`src/rtl/mlp_mac_sched.sv`:
```
// Sequential 64-8-10 int8 MLP on one shared MAC, weights streamed from a synchronous ROM.
// Define MLP_LOGIT_OUT_EN to also expose every layer-2 logit on out_logits.
module mlp_mac_sched #(
  parameter int unsigned IN_DIM  = 64,
  parameter int unsigned H_DIM   = 8,
  parameter int unsigned OUT_DIM = 10,
  parameter int unsigned XW      = 8,
  parameter int unsigned WW      = 8,
  parameter int unsigned ACCW    = 32,
  parameter int unsigned AW      = 10,
  parameter int unsigned SHIFT   = 0
) (
  input  logic                       clk,
  input  logic                       rst,
  input  logic                       x_valid,
  output logic                       x_ready,
  input  logic [XW-1:0]              x_data,
  output logic [AW-1:0]              w_addr,
  input  logic [WW-1:0]              w_rdata,
  output logic                       out_valid,
  input  logic                       out_ready,
  output logic [$clog2(OUT_DIM)-1:0] out_class,
  output logic [ACCW-1:0]            out_score,
`ifdef MLP_LOGIT_OUT_EN
  output logic [OUT_DIM*ACCW-1:0]    out_logits,
`endif
  output logic                       busy
);

  localparam int unsigned CLSW = $clog2(OUT_DIM);
  localparam int unsigned CNTW = $clog2(IN_DIM);
  localparam int unsigned KW   = $clog2(IN_DIM + 1);
  localparam int unsigned NW   = $clog2((H_DIM > OUT_DIM) ? H_DIM : OUT_DIM);
  localparam int unsigned HIDW = $clog2(H_DIM);
  localparam int unsigned PW   = XW + WW;
  localparam int unsigned HMAX = (1 << (XW - 1)) - 1;
  localparam logic signed [ACCW-1:0] HSAT = ACCW'(HMAX);

  typedef enum logic [1:0] {S_LOAD, S_L1, S_L2, S_OUT} state_t;

  state_t                 state_q, state_d;
  logic [CNTW-1:0]        cnt_q, cnt_d;
  logic [KW-1:0]          k_q, k_d;
  logic [NW-1:0]          n_q, n_d;
  logic signed [ACCW-1:0] acc_q, acc_d;
  logic signed [ACCW-1:0] max_q, max_d;
  logic [CLSW-1:0]        cls_q, cls_d;
  logic [XW-1:0]          xbuf_q [IN_DIM];
  logic [XW-1:0]          xbuf_d [IN_DIM];
  logic [XW-1:0]          hid_q [H_DIM];
  logic [XW-1:0]          hid_d [H_DIM];
  logic [AW-1:0]          w_addr_q, w_addr_d;
  logic                   x_ready_q, x_ready_d;
  logic                   out_valid_q, out_valid_d;
  logic                   busy_q, busy_d;
  logic [CLSW-1:0]        out_class_q, out_class_d;
  logic [ACCW-1:0]        out_score_q, out_score_d;
`ifdef MLP_LOGIT_OUT_EN
  logic [OUT_DIM-1:0][ACCW-1:0] logits_q, logits_d;
`endif

  logic [KW-1:0]          n_in;
  logic                   last_k;
  logic                   last_n;
  logic signed [XW-1:0]   opnd;
  logic signed [PW-1:0]   prod;
  logic signed [ACCW-1:0] mac;
  logic signed [ACCW-1:0] relu;
  logic signed [ACCW-1:0] shifted;
  logic [XW-1:0]          hid_val;

  // Shared MAC: operand k-1 times the weight fetched for address issued last cycle
  always_comb begin
    n_in    = (state_q == S_L1) ? KW'(IN_DIM) : KW'(H_DIM);
    last_k  = (k_q == n_in);
    last_n  = (state_q == S_L1) ? (n_q == NW'(H_DIM - 1)) : (n_q == NW'(OUT_DIM - 1));
    opnd    = (state_q == S_L1) ? $signed(xbuf_q[CNTW'(k_q - KW'(1))])
                                : $signed(hid_q[HIDW'(k_q - KW'(1))]);
    prod    = opnd * $signed(w_rdata);
    mac     = acc_q + ACCW'(prod);
    relu    = mac[ACCW-1] ? '0 : mac;
    shifted = relu >>> SHIFT;
    hid_val = (shifted > HSAT) ? XW'(HMAX) : shifted[XW-1:0];
  end

  always_comb begin
    state_d     = state_q;
    cnt_d       = cnt_q;
    k_d         = k_q;
    n_d         = n_q;
    acc_d       = acc_q;
    max_d       = max_q;
    cls_d       = cls_q;
    xbuf_d      = xbuf_q;
    hid_d       = hid_q;
    w_addr_d    = w_addr_q;
    out_class_d = out_class_q;
    out_score_d = out_score_q;
`ifdef MLP_LOGIT_OUT_EN
    logits_d    = logits_q;
`endif

    case (state_q)
      S_LOAD: begin
        if (x_valid && x_ready_q) begin
          xbuf_d[cnt_q] = x_data;
          cnt_d         = cnt_q + CNTW'(1);
          if (cnt_q == CNTW'(IN_DIM - 1)) begin
            state_d  = S_L1;
            cnt_d    = '0;
            k_d      = '0;
            n_d      = '0;
            acc_d    = '0;
            w_addr_d = '0;
          end
        end
      end
      S_L1, S_L2: begin
        if (k_q != '0) acc_d = mac;
        // ROM layout is contiguous, so the address only pauses on the last fetch of a neuron
        if (k_q != n_in - KW'(1)) w_addr_d = w_addr_q + AW'(1);
        if (last_k) begin
          k_d   = '0;
          acc_d = '0;
          n_d   = n_q + NW'(1);
          if (state_q == S_L1) begin
            hid_d[HIDW'(n_q)] = hid_val;
          end else begin
            if ((n_q == '0) || (mac > max_q)) begin
              max_d = mac;
              cls_d = CLSW'(n_q);
            end
`ifdef MLP_LOGIT_OUT_EN
            logits_d[n_q] = mac;
`endif
          end
          if (last_n) begin
            n_d     = '0;
            state_d = (state_q == S_L1) ? S_L2 : S_OUT;
          end
        end else begin
          k_d = k_q + KW'(1);
        end
      end
      S_OUT: begin
        if (!out_valid_q) begin
          out_class_d = cls_q;
          out_score_d = max_q;
        end
        if (out_valid_q && out_ready) state_d = S_LOAD;
      end
      default: ;
    endcase

    out_valid_d = (state_q == S_OUT) && !(out_valid_q && out_ready);
    x_ready_d   = (state_d == S_LOAD);
    busy_d      = (state_d != S_LOAD);
  end

  always_ff @(posedge clk) begin
    if (rst) begin
      state_q     <= S_LOAD;
      cnt_q       <= '0;
      k_q         <= '0;
      n_q         <= '0;
      acc_q       <= '0;
      max_q       <= '0;
      cls_q       <= '0;
      hid_q       <= '{default: '0};
      w_addr_q    <= '0;
      x_ready_q   <= 1'b1;
      out_valid_q <= 1'b0;
      busy_q      <= 1'b0;
      out_class_q <= '0;
      out_score_q <= '0;
`ifdef MLP_LOGIT_OUT_EN
      logits_q    <= '0;
`endif
    end else begin
      state_q     <= state_d;
      cnt_q       <= cnt_d;
      k_q         <= k_d;
      n_q         <= n_d;
      acc_q       <= acc_d;
      max_q       <= max_d;
      cls_q       <= cls_d;
      hid_q       <= hid_d;
      w_addr_q    <= w_addr_d;
      x_ready_q   <= x_ready_d;
      out_valid_q <= out_valid_d;
      busy_q      <= busy_d;
      out_class_q <= out_class_d;
      out_score_q <= out_score_d;
`ifdef MLP_LOGIT_OUT_EN
      logits_q    <= logits_d;
`endif
    end
  end

  // Input sample buffer needs no reset: every run overwrites all entries before use
  always_ff @(posedge clk) begin
    xbuf_q <= xbuf_d;
  end

  assign x_ready   = x_ready_q;
  assign w_addr    = w_addr_q;
  assign out_valid = out_valid_q;
  assign out_class = out_class_q;
  assign out_score = out_score_q;
  assign busy      = busy_q;
`ifdef MLP_LOGIT_OUT_EN
  assign out_logits = logits_q;
`endif

endmodule

```
`config.mk`:
```
export PLATFORM = sky130hd
export DESIGN_NAME = mlp_mac_sched
export DESIGN_NICKNAME = d
export VERILOG_FILES = /design/src/rtl/mlp_mac_sched.sv
export SDC_FILE = /design/constraint.sdc
export NUM_CORES = 1
export LEC_CHECK = 0
export ABC_CLOCK_PERIOD_IN_PS = 12100
export CAP_MARGIN = 20
export CORE_UTILIZATION = 57
export DETAILED_ROUTE_END_ITERATION = 8
export PLACE_DENSITY = 0.77
export SYNTH_ARGS = -nofsm -noshare
export SYNTH_HDL_FRONTEND = slang
export SYNTH_SLANG_ARGS = --single-unit
export TNS_END_PERCENT = 50
```
`constraint.sdc`:
```
create_clock -name clk -period 12.1 [get_ports clk]
set_clock_uncertainty 0.2 [all_clocks]
set_input_delay 1.815 -clock clk [delete_from_list [all_inputs] [get_ports clk]]
set_output_delay 1.815 -clock clk [all_outputs]
set_load 0.03 [all_outputs]
```
# Yosys cells after proc, flatten, opt, wreduce, memory -nomap -nowiden
# Index checks and enable logic that the tools add are counted.
word_totals:
  reg_bits: 712
  wordCells: 185
classes:
  add_sub_neg: 7
  mul: 1
  n_lt_le_gt_ge: 8
  n_eq_ne: 13
  n_mux: 43
  n_bitwise: 6
  n_reduce_logical: 22
ops:
  columns: ["cell", "count"]
  rows:
  - ["bitwise mux 512 bit", 1]
  - ["two-way mux 32 bit", 4]
  - ["bitwise mux 64 bit", 1]
  - ["two-way mux 8 bit", 8]
  - ["case mux 32 bit (2 select lines)", 1]
  - ["binary-select mux 8 bit (select 6 bit)", 1]
  - ["demux 8 bit (select 6 bit)", 1]
  - ["adder 32 x 16 -> 32 bit", 1]
  - ["> comparator 32 bit", 1]
  - ["> comparator 31 x 7 -> 1 bit (second input constant)", 1]
  - ["two-way mux 31 bit", 1]
  - ["two-way mux 10 bit", 3]
  - ["two-way mux 7 bit", 4]
  - ["binary-select mux 8 bit (select 3 bit)", 1]
  - ["demux 8 bit (select 3 bit)", 1]
  - ["case mux 10 bit (2 select lines)", 1]
  - ["multiplier 8 x 8 -> 16 bit", 1]
  - ["two-way mux 4 bit", 4]
  - ["AND reduction 4 bit", 4]
  - [">= comparator 7 bit (second input constant)", 2]
  - ["inverter 6 -> 7 bit", 2]
  - ["case mux 7 bit (2 select lines)", 1]
  - ["adder 10 x 1 -> 10 bit (second input constant)", 1]
  - ["two-way mux 2 bit", 5]
  - ["33 further kinds", 49]

# Depth between registers and ports, before layout
depth:
  depth_word: 12
  depth_mapped: 48
  mapped_depth_nobuf: 38

# Least setup slack after synthesis
# No wires, ideal clock.
synth_timing:
  kind: "reg-to-reg"
  startpoint: "register k_q[0]"
  endpoint: "register max_q[16]"
  setup_ns: 0.128
  t_arrival_ns: 11.841
  required_ns: 11.772
  setup_slack_ns: -0.069
  path_stages_with_launch: 46
  n_path_buf: 10
  period_less_slack_ns: 12.169
  cell_sequence: "dfxtp_1 > clkbuf_1 > buf_2 > clkbuf_1 > buf_2 > buf_2 > inv_1 > ha_1 > buf_2 > clkbuf_1 > mux4_2 > mux4_2 > mux2i_1 > nand2_1 > o21ai_0 > a21oi_1 > and2_1 > inv_1 > [... 10 more ...] > o2111ai_1 > and2_1 > o21ai_0 > xnor2_1 > clkbuf_1 > inv_1 > ha_1 > nand4_1 > nor4_1 > nand2_1 > a21oi_1 > a211oi_1 > mux2_2 > or4_1 > clkbuf_1 > buf_2 > mux2i_1 > nor2_1"
synth_via:
  elab_chain_cells: 11
  word_cells_on_any_way: 16
  classes_between: "add/sub: 2; mul: 1; order compare: 1; eq/ne: 1; mux: 7; bitwise: 2; reduce/logical: 2"
synth_rtl:
  columns: ["item", "line", "rtl"]
  rows:
  - ["from (decl)", "43", "logic [KW-1:0] k_q, k_d;"]
  - ["from (signal assigned)", "182", "k_q <= k_d;"]
  - ["subtractor 6 x 1 -> 6 bit *", "78", ": $signed(hid_q[HIDW'(k_q - KW'(1))]);"]
  - ["inverter 6 -> 7 bit (implied by the code) or inverter 3 -> 4 bit (tied branches)", "77, 78", null]
  - ["binary-select mux 8 bit (select 6 bit) or binary-select mux 8 bit (select 3 bit) (tied branches)", "77, 78", null]
  - ["two-way mux 8 bit, on equally long branches (2 in a row)", "77, 78", null]
  - ["two-way mux 8 bit *", "77", "opnd = (state_q == S_L1) ? $signed(xbuf_q[CNTW'(k_q - KW'(1))])"]
  - ["multiplier 8 x 8 -> 16 bit *", "79", "prod = opnd * $signed(w_rdata);"]
  - ["adder 32 x 16 -> 32 bit *", "80", "mac = acc_q + ACCW'(prod);"]
  - ["named net mac[31]", "67", "logic signed [ACCW-1:0] mac;"]
  - ["> comparator 32 bit *", "129", "if ((n_q == '0) || (mac > max_q)) begin"]
  - ["logical OR 1 bit *", "129", null]
  - ["AND reduction 4 bit (no source line) *", null, null]
  - ["to (signal assigned)", "185", "max_q <= max_d;"]
  - ["to (decl)", "46", "logic signed [ACCW-1:0] max_q, max_d;"]
# The timed path passes the listed nets; every way through them passes the cells marked *. The select of a mux whose other input is x is not followed.
# A chain may end at the register's enable or synchronous reset.

# Worst setup path after layout
layout_timing:
  startpoint: "register k_q[1]"
  endpoint: "register max_q[31]"
# The elaborated chain is that of the path after synthesis.

==> results by group <==
Logic synthesis
  • Asr flop ratio synth: 0
  • Post-synth EDFFs: 512
  • Most common library cells after synthesis: edfxtp_1, dfxtp_1, nor2_1
  • Cell count after synthesis: 2361
  • Syn_area_per_cell: 14.6 sq um
  • Post-Syn Nets: 2629
  • Largest family of logic cells by synthesized area: multiplexers
  • Compound-Gate Fraction of Synth Area: 0.0629
  • Post-synthesis mux area share: 0.134
  • Post-Synth XOR/XNOR Area: 0.0120
  • Sequential area share after synthesis: 0.563
  • Leading area contributor after synthesis: edfxtp_1
  • Ranking of synthesized cells by area: edfxtp_1, mux4_2, dfxtp_1, fa_1, ha_1
  • Share of the synthesized area in the top cell type: 0.447
  • Synth Register Bits: 712
  • Distinct cells, synth: 80
  • Main synth FF type: edfxtp_1
  • Adder-Cell Fraction of Synth Area: 0.120
  • Most frequent cell after synthesis: edfxtp_1
  • Synth Warn #: 0
  • Post-Synth Simple-Gate Area: 0.0790
  • Netlist Area Pre-Place: 34400 sq um

Worst setup path
  • Data arrival time of the worst path: 11830 ps
  • Kind of critical path: reg -> reg
  • Type of origin of the critical path: flip-flop
  • CP max-delay cell: mux4_2
  • Critical Path Max Stage Delay: 600 ps
  • Setup crit end kind: flip-flop
  • Setup crit start: k_q[1]
  • Reg2reg path depth: 35
  • RR Startpoint: k_q[1]
  • Setup slack, reg-to-reg: 620 ps
  • Critical-path maximum fanout: 23
  • FF-to-FF End: max_q[31]
  • Required @ worst endpoint: 12450 ps

Clock tree
  • Root Buffer: clkbuf_16
  • Clock Latency Late Sink: 630 ps
  • CTS buffer count: 75
  • Reg clk slew, reported paths: 60 ps
  • Clock buffer depth: 3
  • H-tree levels: 3
  • CTS tree: built
  • Sinks on Clock Net: 712

Layout
  • Post-layout util: 0.653
  • Final net count: 2735
  • Area delta synth->final: 12.7%
  • Finished Layout Cells: 3303
  • Design Area, Final: 38700 sq um
  • Share of post-route cells with drive strength above 1: 0.169

STA
  • Final Cycle Share: 0.949
  • Max_slew headroom: 0.248
  • Final Max Tran Viols: 0
  • Setup tns final: 0 ps
  • Maximum clock frequency: 87.1 MHz
  • Final Hold Vio Count: 0
  • Worst-margin pin slew: 1130 ps
  • Final Setup Violations: 0
  • Final Critical Period: 11480 ps

Die
  • Chip Height: 248 um
  • Core Footprint: 59400 sq um
  • DIE AREA: 61300 sq um
  • IO Count: 69
  • Die X-Extent: 248 um
  • Initial Util: 0.579
  • Site Rows: 89

Global route
  • Met3 usage: 0.0480
  • Vias in the first global route: 21541
  • Maximum number of pins on one net before global-route repair: 107
  • Global-route usage over all layers: 0.285
  • Met1 Use GR: 0.370
  • Met2 Track Usage GR: 0.473
  • Gr busiest metal: met2
  • Global-route wire length before repair: 129 mm
  • Initial antenna violation count: 4
  • Global route overflow: 0

Route
  • Avg WL per Cell: 25.8 um
  • Drt initial violations: 2004
  • Drt via density: 6.40
  • Pre-antenna DRT Iters: 8
  • Final ANT Viol Nets: 0
  • Residual DRC: 12
  • Via count: 21129
  • Final wirelength: 85.2 mm

Power
  • P_leak: 13.8 nW
  • Peak supply drop: 0.149 mV
  • Cell Pwr Density: 171 nW/um^2

Status
  • Status: finished, violations left
  • Violations in the final reports: DRC

Hold path
  • Worst hold path class: reg -> reg
  • Hold Path End: hid_q[5]
  • Hold_sp: hid_q[5]
  • Hold depth: 2

Placed design
  • # port buffers: 68
  • DP Cell Count: 3149
  • Placed Area: 36100 sq um
  • Post-detail-place hpwl: 56.7 mm
  • Routability-driven placement congestion ratio: 0.922

Job
  • Max Cap Viol: 0
## metrics by stage
step	total power [W]	worst slack, ps	hold WS, ps
after detailed placement	0.00438	392	238
after CTS	0.00662	328	247
after global placement	0.00434	513	229
after global routing	0.00688	-6.06	263
final	0.00663	618	246
after floorplan	0.00379	171	222
## how the worst max path moves through the flow
stage | cells after the start | endpoint | slack [ps]
2_1_floorplan | 46 | max_q[16] | 170
3_5_place_dp | 34 | max_q[7] | 390
4_1_cts | 34 | max_q[7] | 330
5_1_grt | 36 | max_q[31] | -6
6_report | 35 | max_q[31] | 620
3_3_place_gp | 34 | max_q[28] | 510
## where the power goes
group	internal, W	total [W]	switching (W)	leakage [nW]
combinational	0.000608	0.00174	0.00113	6.39
sequential	0.00262	0.00263	0.00000630	6.22
clock	0.00127	0.00226	0.000986	1.19
total	0.00450	0.00663	0.00213	13.8
## kinds of logic after synthesis
family / count (synthesis)
XOR/XNOR: 47
flip-flops: 712
AND/OR/NAND/NOR: 559
buffers and inverters: 258
AO/OA/AOI/OAI: 307
adder cells (fa/ha/maj): 248
multiplexers: 230
## area by class of cell
cell class / count / area, sq um
Fill cell: 4015 / 20600
Sequential cell: 712 / 19400
Multi-Input combinational cell: 1391 / 14100
Clock buffer: 96 / 2070
Timing Repair Buffer: 136 / 1320
Tap cell: 773 / 967
Inverter: 151 / 578
Clock inverter: 43 / 350
Antenna cell: 1 / 2.50
## state kept, by name, indices dropped and copies added (netlist names), 2 cells and up
register,flops
w_addr,10
cnt_q,6
cls_q,4
out_score,32
hid_q,64
acc_q,32
max_q,32
xbuf_q,512
k_q,7
state_q,2
out_class,4
n_q,4
## layer usage
metal	wire, um	up-vias
met5	31	-
met4	3900	4
met3	6850	245
met2	42000	1072
met1	32400	10758
li1	-	9050
## timing repair
action                                  4_1_cts  5_1_grt
resized for setup                             0        6
hold buffers                                  0        0
endpoints found under the setup margin        0       36
setup buffers                                 0        4
## cells in the final DEF (no fill, tap or decap), types with 12 or more instances in the layout
| master | netlist | layout |
|---|---|---|
| a211oi_1 | 24 | 24 |
| a21o_1 | 14 | 14 |
| a21oi_1 | 91 | 91 |
| a22oi_1 | 29 | 29 |
| a32o_1 | 42 | 42 |
| and2_1 | 24 | 23 |
| buf_12 | 0 | 12 |
| buf_4 | 1 | 54 |
| clkbuf_1 | 83 | 12 |
| clkbuf_16 | 0 | 78 |
| clkdlybuf4s50_1 | 0 | 59 |
| clkinv_1 | 0 | 12 |
| clkinv_2 | 0 | 14 |
| dfxtp_1 | 200 | 199 |
| edfxtp_1 | 512 | 512 |
| fa_1 | 136 | 135 |
| ha_1 | 112 | 111 |
| inv_1 | 151 | 148 |
| mux2i_1 | 44 | 44 |
| mux4_2 | 183 | 183 |
| nand2_1 | 158 | 158 |
| nand2b_1 | 28 | 28 |
| nand3_1 | 21 | 21 |
| nand4_1 | 16 | 16 |
| nor2_1 | 194 | 193 |
| nor2b_1 | 40 | 39 |
| nor3_1 | 23 | 23 |
| o21ai_0 | 31 | 31 |
| o21ai_1 | 17 | 17 |
| xnor2_1 | 23 | 20 |
| xor2_1 | 24 | 24 |
## worst max-delay path: cells and delay by family (launching register included)
family | cells | cell delay, ps
fa+ha+maj | 8 | 3530
compound gates | 10 | 2300
mux | 4 | 1790
buf+inv | 7 | 1420
simple gates | 5 | 1310
xor+xnor | 1 | 410
flops | 1 | 390
Power figures use the tool's default switching activity.
